`src/rtl/fruit80_keystream_xor.sv`:
```
// fruit80_keystream_xor
//   Consumes the Fruit-80 serial keystream bit z. During the first
//   INIT_CYCLES clocks after reset release z is discarded (cipher
//   initialisation). Afterwards z is packed MSB-first into bytes, which are
//   buffered in a DEPTH-entry FIFO. Each plaintext byte is XORed with the
//   oldest buffered keystream byte and emitted as a registered ciphertext
//   byte. Encryption and decryption are the same operation.
//
// Ports
//   clk       rising-edge clock
//   rst       asynchronous active-low reset
//   z         keystream bit, sampled every clock edge
//   pt_data   plaintext byte          pt_valid  plaintext valid
//   pt_ready  plaintext accepted this cycle (combinational)
//   ct_data   ciphertext byte (reg)   ct_valid  ciphertext valid (reg)
//   ct_ready  sink accepts ciphertext
//   ks_run    high once initialisation is over
//   ks_level  keystream bytes currently buffered
//   ks_ovf    sticky: a keystream byte was dropped on a full FIFO
//   byte_cnt  ciphertext bytes delivered, wraps at 16 bits
//   state_dbg current FSM state (0 = INIT, 1 = RUN)
//
// Handshake semantics: a transfer happens on a rising edge where valid and
// ready are both high. pt_ready never depends on pt_valid. Once ct_valid is
// raised, ct_data stays stable until the edge where ct_ready is seen high.
module fruit80_keystream_xor #(
  parameter int INIT_CYCLES = 160,
  parameter int DEPTH       = 4
) (
  input  logic                       clk,
  input  logic                       rst,
  input  logic                       z,
  input  logic [7:0]                 pt_data,
  input  logic                       pt_valid,
  output logic                       pt_ready,
  output logic [7:0]                 ct_data,
  output logic                       ct_valid,
  input  logic                       ct_ready,
  output logic                       ks_run,
  output logic [$clog2(DEPTH):0]     ks_level,
  output logic                       ks_ovf,
  output logic [15:0]                byte_cnt,
  output logic                       state_dbg
);

  localparam int AW = $clog2(DEPTH);
  localparam int LW = AW + 1;
  localparam int CW = $clog2(INIT_CYCLES + 1);

  typedef enum logic {S_INIT = 1'b0, S_RUN = 1'b1} state_t;

  state_t          state, state_nxt;
  logic [CW-1:0]   init_cnt;
  logic [2:0]      bit_cnt;
  logic [7:0]      sr;
  logic [7:0]      mem [DEPTH];
  logic [AW-1:0]   wr_ptr, rd_ptr;
  logic [LW-1:0]   level;

  logic            push_req, push, pop, fire, full;
  logic [7:0]      byte_in;

  // FSM next state: leave INIT on the last discard cycle.
  always_comb begin
    state_nxt = state;
    if (state == S_INIT && init_cnt == CW'(INIT_CYCLES - 1))
      state_nxt = S_RUN;
  end

  always_ff @(posedge clk or negedge rst) begin
    if (!rst) state <= S_INIT;
    else      state <= state_nxt;
  end

  assign state_dbg = state;

  // The byte completes with the current z as its LSB.
  assign byte_in  = {sr[6:0], z};
  assign push_req = (state == S_RUN) && (bit_cnt == 3'd7);
  assign full     = (level == LW'(DEPTH));
  assign pt_ready = (level != '0) && (!ct_valid || ct_ready);
  assign fire     = pt_valid && pt_ready;
  assign pop      = fire;
  // A full FIFO still accepts a byte when the head leaves in the same cycle.
  assign push     = push_req && (!full || pop);

  always_ff @(posedge clk or negedge rst) begin
    if (!rst) begin
      init_cnt <= '0;
      ks_run   <= 1'b0;
      bit_cnt  <= '0;
      sr       <= '0;
    end else begin
      if (state == S_INIT) init_cnt <= init_cnt + CW'(1);
      ks_run <= (state_nxt == S_RUN);
      if (state == S_RUN) begin
        sr      <= byte_in;
        bit_cnt <= bit_cnt + 3'd1;
      end
    end
  end

  // Storage has no reset; the pointers and level define what is valid.
  always_ff @(posedge clk) begin
    if (push) mem[wr_ptr] <= byte_in;
  end

  always_ff @(posedge clk or negedge rst) begin
    if (!rst) begin
      wr_ptr <= '0;
      rd_ptr <= '0;
      level  <= '0;
      ks_ovf <= 1'b0;
    end else begin
      if (push) wr_ptr <= wr_ptr + AW'(1);
      if (pop)  rd_ptr <= rd_ptr + AW'(1);
      case ({push, pop})
        2'b10:   level <= level + LW'(1);
        2'b01:   level <= level - LW'(1);
        default: level <= level;
      endcase
      if (push_req && !push) ks_ovf <= 1'b1;
    end
  end

  assign ks_level = level;

  always_ff @(posedge clk or negedge rst) begin
    if (!rst) begin
      ct_data  <= '0;
      ct_valid <= 1'b0;
      byte_cnt <= '0;
    end else begin
      if (fire) begin
        ct_data  <= pt_data ^ mem[rd_ptr];
        ct_valid <= 1'b1;
      end else if (ct_ready) begin
        ct_valid <= 1'b0;
      end
      if (ct_valid && ct_ready) byte_cnt <= byte_cnt + 16'd1;
    end
  end

endmodule

```
`config.mk`:
```
export PLATFORM = sky130hd
export DESIGN_NAME = fruit80_keystream_xor
export DESIGN_NICKNAME = d
export VERILOG_FILES = /design/src/rtl/fruit80_keystream_xor.sv
export SDC_FILE = /design/constraint.sdc
export NUM_CORES = 1
export LEC_CHECK = 0
export ABC_AREA = 1
export CAP_MARGIN = 10
export CORE_UTILIZATION = 55
export DETAILED_ROUTE_END_ITERATION = 12
export HOLD_SLACK_MARGIN = 0.05
export PLACE_DENSITY = 0.83
export RECOVER_POWER = 50
export SYNTH_ARGS = -nofsm -noshare
export SYNTH_HDL_FRONTEND = slang
export SYNTH_SLANG_ARGS = --single-unit
```
`constraint.sdc`:
```
create_clock -name clk -period 2.05 [get_ports clk]
set_input_delay 0.41 -clock clk [delete_from_list [all_inputs] [get_ports clk]]
set_output_delay 0.41 -clock clk [all_outputs]
set_load 0.03 [all_outputs]
```
After elaboration in Yosys (flattened, before gate mapping)
Memories as Yosys holds them, arrays and structs flattened.
Index checks and enable logic that the tools add are counted.
- add/subtract/negate cells: 7
- mux-type cells: 5
- equality and inequality tests: 5
- reduce and logical (&&, ||, !) cells: 15
- bitwise logic cells: 2
- operator list (operator ; number):
    16-bit by 1-bit adder with 16-bit output, second input constant ; 1
    8-bit by 1-bit adder with 8-bit output, second input constant ; 1
    8-bit equality test, second input constant ; 1
    8-bit XOR ; 1
    1-bit logical AND ; 7
    3-bit by 1-bit adder with 3-bit output, second input constant ; 2
    3-bit equality test, second input constant ; 2
    3-bit case mux with 2 select lines ; 1
    2-bit by 1-bit adder with 2-bit output, second input constant ; 2
    1-bit two-way mux ; 4
    2-bit nonzero test ; 2
    1-bit logical NOT ; 3
    3-bit nonzero test ; 1
    3-bit by 1-bit subtractor with 3-bit output, second input constant ; 1
    2-bit by 1-bit equality test with 1-bit output, second input constant ; 1
    2-bit equality test, second input constant ; 1
    1-bit logical OR ; 2
    1-bit NOT ; 1
- output and inout bits: 32
- memories kept: 1
- logic and storage cells: 46
- bits in registers: 52
- bits of input ports: 13
- bits in writable memories: 32
- memories (memory ; depth ; bits a word ; rd ports ; clocked after Yosys merged registers in ; write ports ; line ; RTL):
    mem ; 4 ; 8 ; 1 ; 0 ; 1 ; 56 ; logic [7:0] mem [DEPTH];

Longest topological paths before layout
- word-level depth: 8
- depth in mapped cells: 10

Worst setup path after synthesis
No wires, ideal clock.
- path kind: reg-to-reg
- start point: register bit_cnt[0]
- end point: register level[2] (netlist: ks_level[2])
- stages on the path, launching flop included: 10
- data required time: 1937 ps
- data arrival time: 1666 ps
- setup slack: 271 ps
- path through: dfrtp_1 -> ha_1 -> ha_1 -> nand2_1 -> nand4_1 -> fa_1 -> nand4_1 -> nand3_1 -> nand2_1 -> inv_1
- cells in the longest elaborated chain, start to end: 5
- ends and longest elaborated chain (item ; line ; RTL):
    start, declared ; 54 ; logic [2:0] bit_cnt;
    start signal, assigned ; 98 ; bit_cnt <= bit_cnt + 3'd1;
    3-bit equality test (*) ; 79 ; assign push_req = (state == S_RUN) && (bit_cnt == 3'd7);
    1-bit logical AND (*) ; 79 ;
    1-bit logical AND (*) ; 85 ; assign push = push_req && (!full || pop);
    2-bit by 1-bit equality test with 1-bit output or 2-bit equality test (tied branches) ; 117 ; case ({push, pop})
    3-bit case mux with 2 select lines or 2-bit nonzero test (tied branches) ; - ;
    end signal, assigned ; 118 ; 2'b10: level <= level + LW'(1);
    end signal, assigned ; 119 ; 2'b01: level <= level - LW'(1);
    end signal, assigned ; 120 ; default: level <= level;
    end, declared ; 58 ; logic [LW-1:0] level;
Mark *: on every way between the ends. The rest lies on a longest branch, timed or not.
A chain may end at the register's enable or synchronous reset.

Final worst setup path
Same ends and word-level chain as after synthesis.

==> flow_summary.json <==
{
  "worstPathMaxFanout": 4,
  "setup_tns_ps": 0,
  "crit_path_leading_delay_family": "adder cells",
  "number_of_violations_of_the_max_capacitance_limit": 0,
  "clockBufferDepth": 2,
  "crit_buf_inv": 2,
  "fin_util": 0.704,
  "detail_route.drc_violations": 0,
  "critical_setup_path_kind": "register to register",
  "nets": 465,
  "number_of_diodes_added_for_antenna_fixing": 0,
  "grt_pass1_vias": 2695,
  "area.growth.synth_to_final_pct": 20.5,
  "worstReg2RegEnd": "ks_level[2]$_DFFE_PN0P_",
  "finalCritPeriodShare": 0.964,
  "worstSkewPairLatency_ps": 350,
  "h_tree_lvl_count": 3,
  "grt_max_degree": 53,
  "cts.sink_count": 84,
  "cp-start-kind": "register",
  "drive_above_1_share": 0.0848,
  "worst_r2r_startpoint": "bit_cnt[0]$_DFFE_PN0P_",
  "die-area_um2": 7240,
  "critPathSlowestCell": "fa_2",
  "netlist_cell_types": 30,
  "tightestPinTransition_ps": 1170,
  "globalRouteTotalUtil": 0.221,
  "globalRouteOverflowTotal": 0,
  "number_of_register_bits_inferred_by_synthesis": 84,
  "timing.critical_path.cells": "ha_1 > ha_1 > nand2_2 > nand4_1 > fa_2 > inv_1 > nand4_1 > nand3_1 > nand2_1 > inv_1",
  "worst_hold_slack_ps": 476,
  "grt_pass1_wl_um": 12300,
  "syn_nets": 406,
  "top_level_port_count": 45,
  "period_minus_slack_ps": 1980,
  "status": "completed",
  "clkSlewWorstSetupHoldPaths_ps": 80,
  "timing.critical_path.slowest_cell_delay_ps": 410,
  "ys_top_cells_by_area": "dfrtp_1 34%, edfxtp_1 25%, nand2_1 13%",
  "slew-limit-headroom": 0.223,
  "die-height_um": 85.1,
  "routed_via_density": 5.25,
  "syn-mean-instance-area_um2": 9.89,
  "tritoncts.num_buffers": 9,
  "core_area_um2": 6490,
  "synthDominantAreaCellType": "dfrtp_1",
  "netlist_instances": 384,
  "timing.hold.worst.class": "register to register",
  "initial_core_util": 0.584,
  "hold_critical_path_endpoint": "bit_cnt[0]$_DFFE_PN0P_",
  "route.final.wire_length_um": 7280,
  "syn-cell-area_um2": 3800,
  "std_cell_rows": 29,
  "cts.root.buffer_cell": "clkbuf_8",
  "detail_route.iter0.violations": 226,
  "rr_worst_depth": 10,
  "synthDominantCellAreaShare": 0.343,
  "slew_viol_final": 0,
  "synth-warning-count": 0,
  "holdCritStartpoint": "bit_cnt[0]$_DFFE_PN0P_",
  "dpl_cell_area_um2": 4350,
  "number_of_buffers_inserted_by_port_buffering": 44,
  "detail_route.wl_per_cell_um": 13.9,
  "fmax_achieved_mhz": 506,
  "arrival_ps": 2260,
  "power.leakage_nw": 2.05,
  "whs_path_depth": 1,
  "ir_worst_vdd_mv": 0.628,
  "post-dp-hpwl_um": 5130,
  "pwr_density_cell_nw_per_um2": 1130,
  "regToRegSetupSlack_ps": 70,
  "final_cell_area_um2": 4570,
  "most_common_cell_after_layout_fill_and_taps_aside": "nand2_1",
  "final_cell_mix": "127 x nand2_1, 52 x dfrtp_1, 41 x clkdlybuf4s50_1",
  "antenna_violations_before_repair": 0,
  "tritoncts": "built",
  "postLayoutSetupSlackWorst_ps": 74.6,
  "sequential_area_share_after_synthesis": 0.596,
  "detailedPlace.worstSlack_ps": -1.22,
  "dr_total_vias": 2754,
  "drt-pass1-iter-count": 4,
  "die_width_um": 85.1,
  "setup_viols_final": 0,
  "clock_skew_ps": 9.49,
  "critPathRequiredTime_ps": 2330,
  "gp_congestion": 0.832,
  "worst_setup_path_end_kind": "register",
  "antenna_left": 0,
  "timing.final.hold_violations": 0
}
-- cell type report --
type                    count  area [um^2]
inverters                  32          125
fillers                   446         1920
repair buffers             58          528
clock buffers              12          135
well taps                  77         96.3
multi-input cells         258         1330
clock inverters             4         97.6
flip-flops and latches     84         2260
-- synth_stat cells (all sizes together) --
cell	number
nand2	132
o21bai	1
nand3b	1
clkbuf	2
xor2	22
dfrtp	52
nor3	3
nand3	30
inv	31
and2	1
fa	1
nand4	5
edfxtp	32
clkinv	1
buf	8
xnor2	8
ha	8
a21oi	1
nor2	28
o21ai	17
-- metal layers --
layer	vias to the layer above	global-route usage	wire length, um
met5	-	0	0
met4	0	0.123	210
met3	21	0.0379	271
met2	79	0.355	3490
met1	1312	0.286	3310
li1	1342	-	-
-- worst max path at each step --
stage	slack, ps	cells past startpoint	to	start
after global placement	70	10	ks_level[2]$_DFFE_PN0P_	ct_ready
after CTS	10	10	ks_level[2]$_DFFE_PN0P_	bit_cnt[0]$_DFFE_PN0P_
after floorplan	270	9	ks_level[2]$_DFFE_PN0P_	bit_cnt[0]$_DFFE_PN0P_
after detailed placement	-1	10	ks_level[2]$_DFFE_PN0P_	ct_ready
final	70	10	ks_level[2]$_DFFE_PN0P_	bit_cnt[0]$_DFFE_PN0P_
after global routing	-7	10	ks_level[2]$_DFFE_PN0P_	bit_cnt[0]$_DFFE_PN0P_
-- cells by family (layout without fill, tap and decap cells) --
logic type	Yosys count	in the layout	share of synthesized area
AND/OR/NAND/NOR	200	200	0.225
flip-flops	84	84	0.596
buffers and inverters	42	106	0.0527
XOR/XNOR	30	30	0.0692
AO/OA/AOI/OAI	19	19	0.0257
adder cells (fa/ha/maj)	9	9	0.0316
-- power breakdown --
group          switching [mW]  internal (mW)
clock                   0.559          0.811
combinational            1.00          0.653
sequential              0.238           1.92
-- worst reg2reg max path: stages, from the launching register on --
cell	delay (ps)
dfrtp_1	400
ha_1	200
ha_1	180
nand2_2	110
nand4_1	180
fa_2	410
inv_1	100
nand4_1	100
nand3_1	110
nand2_1	50
inv_1	70
-- what timing repair did --
| action | in CTS | in global routing |
|---|---|---|
| hold buffers | 1 | 0 |
| setup endpoints to repair | 0 | 2 |
| hold endpoints to repair | 17 | 0 |
| resized for setup | 0 | 2 |
| setup buffers | 0 | 1 |
-- through the flow --
stage	power (mW)	instances
after detailed placement	3.84	507
after CTS	5.21	524
final	5.19	525
after global placement	3.78	507
after global routing	5.45	525
after floorplan	3.31	384
-- state kept, by name (all words and copies together) (netlist names) --
register,count
wr_ptr,2
mem,32
bit_cnt,3
ks_run,1
ks_ovf,1
rd_ptr,2
ct_data,8
byte_cnt,16
ks_level,3
init_cnt,8
sr,7
ct_valid,1
Power figures use the tool's default switching activity.
